$ cat src/rtl/port_access_ctrl.sv
// PORTA/B/C latch and TRIS ownership with core-priority arbitration against a
// four-phase debug host channel, plus pad-input synchronizers for port reads.
module port_access_ctrl #(
  parameter int IO_A_WIDTH  = 4,
  parameter int SYNC_STAGES = 2
) (
  input  logic                  clk,
  input  logic                  rst,
  input  logic                  cpu_wr_tris,
  input  logic                  cpu_wr_port,
  input  logic [1:0]            cpu_sel,
  input  logic [7:0]            cpu_wdata,
  output logic [7:0]            cpu_rdata,
  input  logic                  dbg_req,
  input  logic                  dbg_we,
  input  logic [2:0]            dbg_addr,
  input  logic [7:0]            dbg_wdata,
  output logic                  dbg_ack,
  output logic [7:0]            dbg_rdata,
  output logic                  dbg_err,
  input  logic [IO_A_WIDTH-1:0] pin_a,
  input  logic [7:0]            pin_b,
  input  logic [7:0]            pin_c,
  output logic [IO_A_WIDTH-1:0] port_a,
  output logic [7:0]            port_b,
  output logic [7:0]            port_c,
  output logic [IO_A_WIDTH-1:0] tris_a,
  output logic [7:0]            tris_b,
  output logic [7:0]            tris_c
);

  typedef enum logic [1:0] {
    IDLE    = 2'd0,
    ACCESS  = 2'd1,
    ACK     = 2'd2,
    RELEASE = 2'd3
  } dbg_state_t;

  dbg_state_t state_reg, state_next;

  logic       cap_we_reg;
  logic [2:0] cap_addr_reg;
  logic [7:0] cap_wdata_reg;
  logic       dbg_ack_reg;
  logic [7:0] dbg_rdata_reg;
  logic       dbg_err_reg;

  // Register map index: 0..2 = latch A/B/C, 4..6 = TRIS A/B/C
  logic [7:0] core_hit;
  logic       conflict;
  logic       addr_valid;
  logic       dbg_done;
  logic [7:0] rd_val;

  logic [7:0] latch_q  [3];
  logic [7:0] tris_q   [3];
  logic [7:0] read_val [3];
  logic [7:0] pin_bus  [3];

  assign pin_bus[0] = 8'(pin_a);
  assign pin_bus[1] = pin_b;
  assign pin_bus[2] = pin_c;

  assign core_hit[3] = 1'b0;
  assign core_hit[7] = 1'b0;

  assign addr_valid = (cap_addr_reg[1:0] != 2'd3);
  assign conflict   = (state_reg == ACCESS) && core_hit[cap_addr_reg];
  assign dbg_done   = (state_reg == ACCESS) && !conflict;

  genvar gi;
  generate
    for (gi = 0; gi < 3; gi++) begin : g_reg
      // Bits above IO_A_WIDTH in PORTA storage stay zero so reads zero-extend
      localparam logic [7:0] MASK = (gi == 0) ? 8'((1 << IO_A_WIDTH) - 1) : 8'hFF;

      logic [7:0] latch_reg;
      logic [7:0] tris_reg;
      logic [7:0] sync_reg [SYNC_STAGES];
      logic       core_port_hit;
      logic       core_tris_hit;
      logic       dbg_port_hit;
      logic       dbg_tris_hit;

      assign core_port_hit = cpu_wr_port && (cpu_sel == 2'(gi + 1));
      assign core_tris_hit = cpu_wr_tris && (cpu_sel == 2'(gi + 1));
      assign dbg_port_hit  = dbg_done && cap_we_reg && (cap_addr_reg == 3'(gi));
      assign dbg_tris_hit  = dbg_done && cap_we_reg && (cap_addr_reg == 3'(gi + 4));

      assign core_hit[gi]     = core_port_hit;
      assign core_hit[gi + 4] = core_tris_hit;

      always_ff @(posedge clk or posedge rst) begin
        if (rst) begin
          latch_reg <= 8'h00;
          tris_reg  <= MASK;
        end else begin
          if (core_port_hit)
            latch_reg <= cpu_wdata & MASK;
          else if (dbg_port_hit)
            latch_reg <= cap_wdata_reg & MASK;
          if (core_tris_hit)
            tris_reg <= cpu_wdata & MASK;
          else if (dbg_tris_hit)
            tris_reg <= cap_wdata_reg & MASK;
        end
      end

      always_ff @(posedge clk or posedge rst) begin
        if (rst) begin
          for (int s = 0; s < SYNC_STAGES; s++)
            sync_reg[s] <= 8'h00;
        end else begin
          sync_reg[0] <= pin_bus[gi] & MASK;
          for (int s = 1; s < SYNC_STAGES; s++)
            sync_reg[s] <= sync_reg[s-1];
        end
      end

      assign latch_q[gi]  = latch_reg;
      assign tris_q[gi]   = tris_reg;
      assign read_val[gi] = ((tris_reg & sync_reg[SYNC_STAGES-1]) |
                             (~tris_reg & latch_reg)) & MASK;
    end
  endgenerate

  always_comb begin
    cpu_rdata = 8'h00;
    case (cpu_sel)
      2'b01:   cpu_rdata = read_val[0];
      2'b10:   cpu_rdata = read_val[1];
      2'b11:   cpu_rdata = read_val[2];
      default: cpu_rdata = 8'h00;
    endcase
  end

  always_comb begin
    rd_val = 8'h00;
    case (cap_addr_reg)
      3'd0:    rd_val = latch_q[0];
      3'd1:    rd_val = latch_q[1];
      3'd2:    rd_val = latch_q[2];
      3'd4:    rd_val = tris_q[0];
      3'd5:    rd_val = tris_q[1];
      3'd6:    rd_val = tris_q[2];
      default: rd_val = 8'h00;
    endcase
  end

  always_comb begin
    state_next = state_reg;
    case (state_reg)
      IDLE:    if (dbg_req) state_next = ACCESS;
      ACCESS:  if (!conflict) state_next = ACK;
      ACK:     state_next = RELEASE;
      RELEASE: if (!dbg_req) state_next = IDLE;
      default: state_next = IDLE;
    endcase
  end

  always_ff @(posedge clk or posedge rst) begin
    if (rst) begin
      state_reg     <= IDLE;
      cap_we_reg    <= 1'b0;
      cap_addr_reg  <= 3'd0;
      cap_wdata_reg <= 8'h00;
      dbg_ack_reg   <= 1'b0;
      dbg_rdata_reg <= 8'h00;
      dbg_err_reg   <= 1'b0;
    end else begin
      state_reg   <= state_next;
      dbg_ack_reg <= (state_reg == ACK);
      if (state_reg == IDLE && dbg_req) begin
        cap_we_reg    <= dbg_we;
        cap_addr_reg  <= dbg_addr;
        cap_wdata_reg <= dbg_wdata;
      end
      // Writes leave dbg_rdata holding the previous read result
      if (dbg_done) begin
        if (!addr_valid) begin
          dbg_rdata_reg <= 8'h00;
          dbg_err_reg   <= 1'b1;
        end else begin
          dbg_err_reg <= 1'b0;
          if (!cap_we_reg)
            dbg_rdata_reg <= rd_val;
        end
      end
    end
  end

  assign dbg_ack   = dbg_ack_reg;
  assign dbg_rdata = dbg_rdata_reg;
  assign dbg_err   = dbg_err_reg;

  assign port_a = latch_q[0][IO_A_WIDTH-1:0];
  assign port_b = latch_q[1];
  assign port_c = latch_q[2];
  assign tris_a = tris_q[0][IO_A_WIDTH-1:0];
  assign tris_b = tris_q[1];
  assign tris_c = tris_q[2];

endmodule

$ cat config.mk
export PLATFORM = sky130hd
export DESIGN_NAME = port_access_ctrl
export DESIGN_NICKNAME = d
export VERILOG_FILES = /design/src/rtl/port_access_ctrl.sv
export SDC_FILE = /design/constraint.sdc
export NUM_CORES = 1
export LEC_CHECK = 0
export BUFFER_PORTS_ARGS = -buffer_cell sky130_fd_sc_hd__buf_2
export CAP_MARGIN = 20
export CELL_PAD_IN_SITES_DETAIL_PLACEMENT = 1
export CELL_PAD_IN_SITES_GLOBAL_PLACEMENT = 2
export CORE_ASPECT_RATIO = 1.25
export CORE_UTILIZATION = 38
export DETAILED_ROUTE_END_ITERATION = 7
export PLACE_DENSITY = 0.87
export SETUP_SLACK_MARGIN = 0.05
export SLEW_MARGIN = 40
export SYNTH_ARGS = -nofsm -noshare
export SYNTH_HDL_FRONTEND = slang
export SYNTH_SLANG_ARGS = --single-unit
$ cat constraint.sdc
create_clock -name clk -period 6.08 [get_ports clk]
set_clock_uncertainty 0.05 [all_clocks]
set_input_delay 0.304 -clock clk [delete_from_list [all_inputs] [get_ports clk]]
set_output_delay 0.304 -clock clk [all_outputs]
set_load 0.05 [all_outputs]
Word level (Yosys, flattened, before mapping)
Index checks and enable logic that the tools add are counted.
{ "word_totals": {"reg_bits": 112, "input_bits": 47, "output_inout_bits": 58, "elab_cells": 98} }
{ "classes": {"bitwise": 12, "n_lt_le_gt_ge": 1, "eq_ne": 16, "n_mux": 23, "reduce_logical": 27} }
{ "op_table": {"columns": ["operator", "n"], "rows": [
  ["$mux W8", 14],
  ["$pmux W8 S6", 1],
  ["$and A8 B8 Y8", 4],
  ["$pmux W8 S3", 1],
  ["$logic_and A1 B1 Y1", 16],
  ["$not A8 Y8", 2],
  ["$or A8 B8 Y8", 2],
  ["$reduce_bool A2 Y1", 6],
  ["$ne A2 B2 Y1 const B", 5],
  ["$eq A3 B3 Y1 const B", 3],
  ["$and A4 B4 Y4", 2],
  ["$eq A2 B2 Y1 const B", 4],
  ["$pmux W2 S4", 1],
  ["$mux W2", 3],
  ["$eq A2 B1 Y1 const B", 2],
  ["$lt A3 B4 Y1 const B", 1],
  ["$not A4 Y4", 1],
  ["$or A4 B4 Y4", 1],
  ["$bmux W1 S3", 1],
  ["$eq A3 B1 Y1 const B", 1],
  ["$eq A3 B2 Y1 const B", 1],
  ["$logic_not A3 Y1", 1],
  ["$reduce_and A3 Y1", 1],
  ["$logic_not A2 Y1", 1],
  ["3 further kinds", 4]
]} }

Longest topological paths before layout
Gate-level depths: netlist of the first run.
{ "depth": {"ltp_word": 11, "mapped_depth": 6, "mapped_depth_nobuf": 6} }

Worst setup path after synthesis of the first run
OpenSTA, ideal clock, no wires.
{ "synth_timing": {"path_type": "register -> output", "startpoint": "reg g_reg[2].tris_reg[1] (netlist: tris_c[1])", "endpoint": "out cpu_rdata[1]", "slack_ps": 3994, "n_path_buf": 0, "t_required_ps": 5726, "stages_incl_launch_ff": 4, "t_arrival_ps": 1732, "path_cell_list": "dfstp_2 -> mux2_2 -> a21oi_1 -> o22ai_1"} }
{ "synth_between": {"elab_chain_cells": 4, "word_cells_on_any_way": 5} }
{ "synth_lines": {"columns": ["element", "line_no", "text"], "rows": [
  ["start, declared", "78", "logic [7:0] tris_reg;"],
  ["start signal, assigned", "103", "tris_reg <= cpu_wdata & MASK;"],
  ["start signal, assigned", "105", "tris_reg <= cap_wdata_reg & MASK;"],
  ["$not A8 Y8", "123", "(~tris_reg & latch_reg)) & MASK;"],
  ["$and A8 B8 Y8", "123", null],
  ["$or A8 B8 Y8 *", "122", "assign read_val[gi] = ((tris_reg & sync_reg[SYNC_STAGES-1]) |"],
  ["$pmux W8 S3 *", "129", "case (cpu_sel)"],
  ["end, declared", "13", "output logic [7:0] cpu_rdata,"]
]} }
Mark *: on every way between the ends. The rest lies on a longest branch, timed or not.

Worst setup path after layout of the first run
{ "layout_timing": {"startpoint": "reg cap_addr_reg[1]", "endpoint": "reg g_reg[1].latch_reg[7] (netlist: port_b[7])"} }
{ "layout_between": {"elab_chain_cells": 8, "word_cells_on_any_way": 9} }
{ "layout_lines": {"columns": ["element", "line_no", "text"], "rows": [
  ["start, declared", "42", "logic [2:0] cap_addr_reg;"],
  ["start signal, assigned", "175", "cap_addr_reg <= dbg_addr;"],
  ["$bmux W1 S3", "68", "assign conflict = (state_reg == ACCESS) && core_hit[cap_addr_reg];"],
  ["$mux W1 (not written as such)", "68", null],
  ["$logic_and A1 B1 Y1", "68", null],
  ["$logic_not A1 Y1", null, null],
  ["$logic_and A1 B1 Y1", "69", "assign dbg_done = (state_reg == ACCESS) && !conflict;"],
  ["$logic_and A1 B1 Y1", "87", "assign dbg_port_hit = dbg_done && cap_we_reg && (cap_addr_reg == 3'(gi));"],
  ["$logic_and A1 B1 Y1 *", "87", null],
  ["$reduce_bool A2 Y1 (no line) *", null, null],
  ["end signal, assigned", "99", "latch_reg <= cpu_wdata & MASK;"],
  ["end signal, assigned", "101", "latch_reg <= cap_wdata_reg & MASK;"],
  ["end, declared", "77", "logic [7:0] latch_reg;"]
]} }
Mark *: on every way between the ends. The rest lies on a longest branch, timed or not. The select of a mux whose other input is x is not followed.
A chain may end at the register's enable or synchronous reset.

==> flow_summary.ini, run 1 <==
[worst_setup_path]
crit_path_start_kind = flip-flop
max_stage_delay_ns = 0.67
required_ns = 6.27
worstPathArrival_ns = 2.69
crit_chain = nor2b_1 > nand4b_1 > o22ai_1 > nor2_1
crit_type = flip-flop to flip-flop
cp_max_fo = 16
cp_slowest_cell = nand4b_1
endpoint_kind = flip-flop

[global_route]
grt_pass1_vias = 3748
grt_pass1_wl_um = 21500
antenna_found_initial = 0
grt_overflow_total = 0
track_usage_pct = 23.2
grt_max_degree = 74

[power_and_ir_drop]
power_density_nw_per_um2 = 548
finalPower_mw = 3.16
p_comb_share_pct = 42.5
switching_share_pct = 46.0
power_frac_seq_pct = 38.9
cellLeakagePower_nw = 2.57
p_switching_mw = 1.45
vdd_drop_max_mv = 0.263
p_clk_share_pct = 18.6
p_int_mw = 1.71

[finish]
layout-drive-gt1-share_pct = 37.9
largest_register_ff_count = 40
fin_cells = 657
area_growth_pct = 25.7
seqCellArea_sq_um = 2630
multi_input_area_sq_um = 1890
n_fill_cell = 1302
finalNetCount = 543
antenna_cells = 0
final_core_util_pct = 49.4

[clocking]
clock-sinks = 104
cts_max_level = 3
cts_tree = done
cts_buffers = 9
clock_path_buffers = 2
clk_latency_ns = 0.35
cts.clk_slew.worst_paths_ns = 0.07
cts_root_buffer = clkbuf_16
postCtsSetupBuffers = 0

[routing]
route.vias.total = 3556
dr.pass1.iters = 4
wl_per_cell_um = 20.9
viasPerCell = 5.41
ant_nets = 0
wirelength_um = 13800
drc = 0
drt_iter0_drc = 183

[synthesis]
ys.flop_type = dfrtp_1
ys_types = 41
syn_nets = 419
synth-seq-area-share_pct = 57.3
synth_top_area_cell = dfrtp_1
yosysWarnings = 0
syn_area_per_cell_sq_um = 12.5
synth_top_area_share_pct = 45.9
synth-edff-count = 0
synth_area_sq_um = 4580
synth_seq_cells = 104
synthTopCellsByArea = dfrtp_1 (46%), dfstp_2 (11%), mux2i_1 (8.1%), mux2_2 (4.4%), o221a_1 (3.9%)
syn_inst = 367
synthArstFlopShare_pct = 100

[min_path]
hold_path_class = input port to flip-flop

[sta]
fin_crit_ns = 2.50
fmax_mhz = 400
worst_pin_slew_ns = 0.821
fin_crit_sh_pct = 41.2
tns_ns = 0
maxSlewHeadroom_pct = 45.1
final-setup-viol-count = 0
drv_slew = 0
rsz0062_at_grt = no
hold_violations = 0

[floorplanning]
die-area_sq_um = 12500
die_h_um = 125
die_x_um = 100
rows = 44
coreArea_sq_um = 11700
initial_core_util_pct = 39.3
io_pins = 105

[place]
dp_cells = 623
gp_congestion = 0.807
dp_hpwl_um = 9240
io_buffer_count = 104

[flow_run]
drv_cap = 0

[run_status]
outcome = finished clean
==> placed cells by master (no fill, tap or decap), types with 3 or more instances in the layout <==
cell           instances
o221a_1               16
nor2b_1                3
inv_1                  7
nand3_1                4
or2_2                 16
nand2_1               15
mux2i_1               37
clkbuf_16              9
o31ai_4                3
nor2_1                46
a21oi_1               15
and3_1                 4
o22ai_1               25
nand2b_1               3
a22o_1                 6
buf_2                104
dfrtp_1               83
ha_1                   5
dlygate4sd3_1         18
mux2_2                18
dfstp_2               20
==> metrics by stage <==
stage	setup slack, ns	cell area [sq um]	hold slack (ns)
floorplan	3.03	4580	0.281
global placement	3.42	5270	0.281
detailed placement	3.60	5280	0.286
CTS	3.62	5730	0.0000288
global route	3.49	5760	0.00169
finish	3.58	5760	0.00710
==> synth_stat cells, drive strengths merged (3+ instances only) <==
cell	count
a21oi	15
a22o	6
and3	4
buf	6
clkbuf	4
dfrtp	84
dfstp	20
ha	5
inv	8
mux2	20
mux2i	37
nand2	15
nand2b	3
nand3	4
nor2	46
nor2b	3
o221a	16
o22ai	25
o31ai	4
or2	16
==> routing by layer <==
layer / GRT usage, % / vias to the layer above / share of wire, % / wire (um)
met5: 0 / - / 0 / 0
met4: 9.97 / 0 / 2.3 / 323
met3: 4.49 / 18 / 5.6 / 769
met2: 36.5 / 120 / 49 / 6690
met1: 31.2 / 1809 / 43 / 5970
li1: - / 1609 / - / -
==> worst paths after layout <==
kind	from	to	slack, ns	depth (start not counted)
worst max register to register	cap_addr_reg[1]	port_b[7]	3.58	4
worst min-delay path	pin_a[0]	g_reg[0].sync_reg[8]	0.007	1
max in group asynchronous	rst	g_reg[0].sync_reg[1]	4.53	4
worst min register to register	g_reg[2].sync_reg[8]	g_reg[2].sync_reg[0]	0.30	0
worst max-delay path	cap_addr_reg[1]	port_b[7]	3.58	4
min in group asynchronous	rst	g_reg[2].sync_reg[5]	0.47	3
==> cell families after synthesis <==
logic type	synth area share (%)
flops	57.3
simple gates	10.1
compound gates	15.3
mux	14.1
buf+inv	1.69
fa+ha+maj	1.36
xor+xnor	0.191
==> power groups by stage <==
stage	clock network, mW	logic (mW)	registers (mW)
2_1_floorplan	0	0.624	1.57
5_1_grt	0.623	1.42	1.26
4_1_cts	0.596	1.35	1.23
3_5_place_dp	0	1.34	1.24
3_3_place_gp	0	1.31	1.23
6_report	0.586	1.34	1.23
==> final cells by class <==
| cell class | count | area share [%] |
|---|---|---|
| well taps | 161 | 3.50 |
| repair buffers | 123 | 12.4 |
| inverters | 8 | 0.565 |
| clock inverters | 5 | 0.977 |
| multi-input cells | 245 | 32.8 |
| flip-flops and latches | 104 | 45.6 |
| clock buffers | 11 | 4.21 |
==> critical path: cells and delay by family (launching register included) <==
family | cells | cell delay [ns]
simple gates | 3 | 1.36
flops | 1 | 0.64
compound gates | 1 | 0.33
==> timing repair <==
action / CTS / global route
hold buffers: 15 / 3
endpoints found under the setup margin: 0 / 0
endpoints found under the hold margin: 42 / 3
gates resized for setup: 0 / 0
Power figures use the tool's default switching activity.
==> run 2: changes to the inputs <==
--- a/config.mk
+++ b/config.mk
@@ -5,14 +5,15 @@
 export SDC_FILE = /design/constraint.sdc
 export NUM_CORES = 1
 export LEC_CHECK = 0
+export ABC_AREA = 1
 export BUFFER_PORTS_ARGS = -buffer_cell sky130_fd_sc_hd__buf_2
 export CAP_MARGIN = 20
 export CELL_PAD_IN_SITES_DETAIL_PLACEMENT = 1
 export CELL_PAD_IN_SITES_GLOBAL_PLACEMENT = 2
 export CORE_ASPECT_RATIO = 1.25
-export CORE_UTILIZATION = 38
+export CORE_UTILIZATION = 33
 export DETAILED_ROUTE_END_ITERATION = 7
-export PLACE_DENSITY = 0.87
+export PLACE_DENSITY = 0.83
 export SETUP_SLACK_MARGIN = 0.05
 export SLEW_MARGIN = 40
 export SYNTH_ARGS = -nofsm -noshare
==> constraint.sdc (replaced) <==
create_clock -name clk -period 2.4 [get_ports clk]
set_clock_uncertainty 0.05 [all_clocks]
set_input_delay 0.12 -clock clk [delete_from_list [all_inputs] [get_ports clk]]
set_output_delay 0.12 -clock clk [all_outputs]
set_load 0.05 [all_outputs]
==> flow_summary.ini, run 2 <==
[floorplanning]
io_pins = 105
coreArea_sq_um = 14300
die_x_um = 110
die-area_sq_um = 15100
die_h_um = 137
initial_core_util_pct = 33.7
rows = 49

[clocking]
clock_path_buffers = 2
cts_root_buffer = clkbuf_16
cts_buffers = 9
cts_tree = done
cts_max_level = 3
cts.clk_slew.worst_paths_ns = 0.08
cts_resized = 0
clock-sinks = 104
clk_latency_ns = 0.36

[worst_setup_path]
crit_type = flip-flop to flip-flop
max_stage_delay_ns = 0.48
worstPathArrival_ns = 2.01
crit_path_start_kind = flip-flop
endpoint_kind = flip-flop
required_ns = 2.59
cp_slowest_cell = nand2_1
crit_chain = inv_1 > ha_1 > nand2_1 > mux2_2
path_buf_inv = 1
cp-startpoint = state_reg[0]
worst_path_dominant_cell_family = simple AND/OR/NAND/NOR gates
worstReg2RegStart = state_reg[0]
cp_max_fo = 15

[synthesis]
syn_inst = 534
ys_types = 29
synth-edff-count = 0
synth_top_area_share_pct = 43.5
yosys.cell_count.top_type = nand2_1
yosysWarnings = 0
syn_nets = 586
synthArstFlopShare_pct = 100
ys.flop_type = dfrtp_1
synth_area_sq_um = 4830
syn_area_per_cell_sq_um = 9.05
synth_seq_cells = 104
synthTopCellsByArea = dfrtp_1 (43%), nand2_1 (15%), dfstp_2 (11%), o21ai_0 (4.9%), nand3_1 (4.7%)
netlist_top_cells_count = nand2_1 (198), dfrtp_1 (84), o21ai_0 (47)
synth_top_area_cell = dfrtp_1
synth-seq-area-share_pct = 54.4

[flow_run]
drv_cap = 0

[routing]
viasPerCell = 5.08
dr.max_layer_used = met4
route.vias.total = 4332
dr.pass1.iters = 4
drt_iter0_drc = 129
drc = 0
wirelength_um = 16300
wl_per_cell_um = 19.2
met1Wirelength_um = 6490
route.met2.wl_um = 8730
ant_nets = 0
wl_met3_um = 473

[global_route]
grt_pass1_vias = 4630
grt_pass1_wl_um = 25200
grt_max_degree = 105
track_usage_pct = 23.1
grt_overflow_total = 0
antenna_found_initial = 0

[power_and_ir_drop]
power_density_nw_per_um2 = 1450
switching_share_pct = 51.1
p_int_mw = 4.37
cellLeakagePower_nw = 3.14
p_comb_share_pct = 46.1
p_clk_share_pct = 17.2
p_switching_mw = 4.56
finalPower_mw = 8.92
vdd_drop_max_mv = 0.594
power_frac_seq_pct = 36.7

[sta]
final-setup-viol-count = 0
hold_violations = 0
fin_crit_sh_pct = 75.6
maxSlewHeadroom_pct = 48.0
rsz0062_at_grt = no
fmax_mhz = 551
tns_ns = 0
worst_pin_slew_ns = 0.778
fin_crit_ns = 1.81
drv_slew = 0

[finish]
layout-drive-gt1-share_pct = 27.6
layout_commonest_cell = nand2_1
area_growth_pct = 27.6
n_fill_cell = 1739
largest_register_ff_count = 40
antenna_cells = 0
layout_common_cells = nand2_1 (198), buf_2 (104), dfrtp_1 (84)
finalNetCount = 721

[run_status]
outcome = finished clean

[place]
dp_hpwl_um = 11800
io_buffer_count = 104
gp_congestion = 0.871

[min_path]
hold_path_class = input port to flip-flop
hold_path_startpoint = dbg_addr[0]
run 2: cell types whose count changed after synthesis, moves of 21 or more:
cell,previous run,this run
o21ai_0,2,47
nand3_1,4,45
nor2_1,46,14
nand2_1,15,198
mux2i_1,37,16
o22ai_1,25,4
run 2: final timing paths:
kind	to	slack, ns	depth (start not counted)
setup / recovery	cap_wdata_reg[6]	0.59	4
hold reg to reg	g_reg[1].sync_reg[7]	0.30	0
hold / removal	cap_addr_reg[0]	0.03	3
setup reg to reg	cap_wdata_reg[6]	0.59	4
max in group asynchronous	cap_wdata_reg[0]	1.45	4
min in group asynchronous	g_reg[1].sync_reg[11]	0.41	4
run 2: logic make-up (layout without fill, tap and decap cells):
family | count (synthesis) | after routing | share of synthesized area (%)
AND/OR/NAND/NOR | 285 | 285 | 27.4
flip-flops | 104 | 104 | 54.4
AO/OA/AOI/OAI | 69 | 69 | 7.79
buffers and inverters | 46 | 186 | 3.78
multiplexers | 25 | 25 | 5.41
adder cells (fa/ha/maj) | 5 | 5 | 1.29
run 2: repair_timing:
action | 4_1_cts | 5_1_grt
hold endpoints to repair | 114 | 0
hold buffers | 31 | 0
setup buffers | 0 | 0
run 2: area by class of cell:
cell class / count / area, sq um / area share, %
clock inverter: 7 / 80.1 / 1.30
tap: 178 / 223 / 3.61
sequential: 104 / 2630 / 42.6
timing repair buffer: 137 / 858 / 13.9
multi-input combinational: 384 / 2020 / 32.8
clock buffer: 9 / 225 / 3.65
inverter: 33 / 133 / 2.15
run 2: power groups by stage:
stage	logic, mW	clock network [mW]	registers [mW]
floorplan	1.72	0	4.36
global placement	3.99	0	3.29
detailed placement	4.09	0	3.31
CTS	4.15	1.57	3.29
global route	4.46	1.62	3.35
finish	4.11	1.54	3.27
run 2: worst reg2reg max path: cells and delay by family, from the launching register on:
| family | cells | cell delay (ns) |
|---|---|---|
| adders and majority gates | 1 | 0.22 |
| buffers and inverters | 1 | 0.11 |
| DFF | 1 | 0.42 |
| muxes | 1 | 0.41 |
| and+or+nand+nor | 1 | 0.48 |
run 2: stage by stage:
step           cells  instance area [sq um]  hold slack, ns  utilization [%]  setup slack [ns]
6_report         852                   6170          0.0298             43.0             0.585
5_1_grt          852                   6170          0.0489             43.0             0.466
4_1_cts          852                   6170          0.0282             43.0             0.585
3_5_place_dp     805                   5550           0.179             38.7             0.603
3_3_place_gp     805                   5550           0.178             38.7             0.665
2_1_floorplan    534                   4840           0.101                -             0.551
run 2: routing by layer:
layer / up-vias / track usage, %
li1: 2025 / -
met1: 2175 / 26.2
met2: 101 / 42.0
met3: 31 / 3.22
met4: 0 / 11.4
met5: - / 0
==> run 3: changes to the inputs <==
--- a/config.mk
+++ b/config.mk
@@ -5,15 +5,15 @@
 export SDC_FILE = /design/constraint.sdc
 export NUM_CORES = 1
 export LEC_CHECK = 0
-export ABC_AREA = 1
+export ABC_AREA = 0
 export BUFFER_PORTS_ARGS = -buffer_cell sky130_fd_sc_hd__buf_2
 export CAP_MARGIN = 20
 export CELL_PAD_IN_SITES_DETAIL_PLACEMENT = 1
 export CELL_PAD_IN_SITES_GLOBAL_PLACEMENT = 2
 export CORE_ASPECT_RATIO = 1.25
-export CORE_UTILIZATION = 33
+export CORE_UTILIZATION = 35
 export DETAILED_ROUTE_END_ITERATION = 7
-export PLACE_DENSITY = 0.83
+export PLACE_DENSITY = 0.82
 export SETUP_SLACK_MARGIN = 0.05
 export SLEW_MARGIN = 40
 export SYNTH_ARGS = -nofsm -noshare
==> constraint.sdc (replaced) <==
create_clock -name clk -period 1.8 [get_ports clk]
set_clock_uncertainty 0.05 [all_clocks]
set_input_delay 0.09 -clock clk [delete_from_list [all_inputs] [get_ports clk]]
set_output_delay 0.09 -clock clk [all_outputs]
set_load 0.05 [all_outputs]
==> flow_summary.ini, run 3 (synthesis results as in run 1) <==
[run_status]
outcome = finished clean

[floorplanning]
die_h_um = 130
io_pins = 105
coreArea_sq_um = 12700
die-area_sq_um = 13600
initial_core_util_pct = 36.0
rows = 46
die_x_um = 104

[sta]
worst_pin_slew_ns = 0.556
fmax_mhz = 560
final-setup-viol-count = 0
fin_crit_sh_pct = 99.1
rsz0062_at_grt = yes
fin_crit_ns = 1.78
hold_violations = 0
hold_ws_ns = 0.145
maxSlewHeadroom_pct = 62.9
drv_slew = 0

[global_route]
grt_overflow_total = 0
track_usage_pct = 23.2
antenna_found_initial = 0
grt_pass1_wl_um = 23500
grt_pass1_vias = 4200
grt_max_degree = 105

[routing]
ant_nets = 0
drc = 0
drt_iter0_drc = 267
dr.pass1.iters = 4
viasPerCell = 5.35
wirelength_um = 15400
wl_per_cell_um = 20.7
route.vias.total = 3972

[power_and_ir_drop]
cellLeakagePower_nw = 3.00
power_density_nw_per_um2 = 1760
finalPower_mw = 11.8
vdd_drop_max_mv = 0.803

[worst_setup_path]
reg2regPathDepth = 6
crit_path_start_kind = flip-flop
max_stage_delay_ns = 0.45
cp_slowest_cell = dfrtp_2
worstPathArrival_ns = 1.99
crit_type = flip-flop to flip-flop
cpMostUsedCell = buf_4
cp_max_fo = 6
endpoint_kind = flip-flop
crit_chain = buf_4 > nand4bb_4 > a211oi_2 > buf_4 > mux2i_1 > a21oi_1
required_ns = 2.00

[clocking]
cts_root_buffer = clkbuf_16
clock_path_buffers = 2
cts.clk_slew.worst_paths_ns = 0.07
clk_latency_ns = 0.35
clock-sinks = 104
cts_tree = done
cts_max_level = 3
cts_buffers = 9

[finish]
layout_commonest_cell = buf_2
antenna_cells = 0
largest_register_ff_count = 40
n_fill_cell = 1356
finalNetCount = 622
area_growth_pct = 46.2
layout_common_cells = buf_2 (96), dfrtp_1 (82), buf_4 (51)
layout-drive-gt1-share_pct = 46.3

[min_path]
hold_depth = 4
hold_path_class = input port to flip-flop

[place]
io_buffer_count = 104
dp_hpwl_um = 10200
gp_congestion = 0.815

[flow_run]
drv_cap = 0
run 3: cell count changes in the layout (fill, tap and decap cells not counted), sizes merged, moves of 11 or more:
cell   before  now
or2         0   16
buf       106  161
nor2       19   46
mux2        9   20
inv        34    6
mux2i      16   37
nand3      46    4
o221a       0   16
o21ai      53    2
nand2     209   15
o22ai       4   25
run 3: power breakdown:
part	total (mW)	internal [mW]	switching, mW
registers	3.97	3.12	0.841
logic	5.73	2.18	3.55
clock network	2.12	1.26	0.864
total	11.8	6.56	5.26
run 3: final cells by class:
| type | count | area [sq um] | share of cell area, % |
|---|---|---|---|
| clock inverters | 3 | 67.6 | 1.01 |
| multi-input cells | 245 | 2060 | 30.7 |
| clock buffers | 13 | 250 | 3.73 |
| flip-flops and latches | 104 | 2630 | 39.3 |
| well taps | 168 | 210 | 3.14 |
| repair buffers | 202 | 1450 | 21.6 |
| inverters | 8 | 37.5 | 0.560 |
run 3: layer usage:
metal	wire, um	GRT usage [%]	vias up
li1	-	-	1766
met1	6200	29.1	2046
met2	7920	40.2	131
met3	903	4.20	29
met4	368	8.82	0
met5	0	0	-
run 3: metrics by stage:
step                      utilization, %  setup slack (ns)  instance area [sq um]  setup TNS, ns  instances
after global placement              44.0            -0.156                   5590          -1.05        667
after floorplan                        -             0.103                   4610              0        367
after detailed placement            44.0            -0.245                   5590          -1.91        667
after global routing                52.7           -0.0356                   6700         -0.126        743
final                               52.7            0.0158                   6700              0        743
after CTS                           51.0            0.0310                   6490              0        732
run 3: final timing paths:
kind	endpoint	slack [ns]	start
min in group asynchronous	cap_wdata_reg[5]	0.37	rst
max reg2reg	g_reg[0].tris_reg[2]	0.02	cap_addr_reg[1]
min	state_reg[0]	0.15	dbg_req
max	g_reg[0].tris_reg[2]	0.02	cap_addr_reg[1]
min reg2reg	g_reg[1].sync_reg[5]	0.30	g_reg[1].sync_reg[13]
max in group asynchronous	cap_addr_reg[1]	0.86	rst
run 3: critical path, delay by kind of cell (launching register included):
family | cells | cell delay [ns]
buffers and inverters | 2 | 0.39
AND/OR/NAND/NOR | 1 | 0.24
multiplexers | 1 | 0.23
AO/OA/AOI/OAI | 2 | 0.32
flip-flops | 1 | 0.45
run 3: timing repair:
item | 4_1_cts | 5_1_grt
hold buffers | 41 | 0
endpoints found under the hold margin | 131 | 0
pin swaps | 9 | 27
endpoints found under the setup margin | 49 | 55
resized for setup | 28 | 29
buffers inserted | 8 | 11
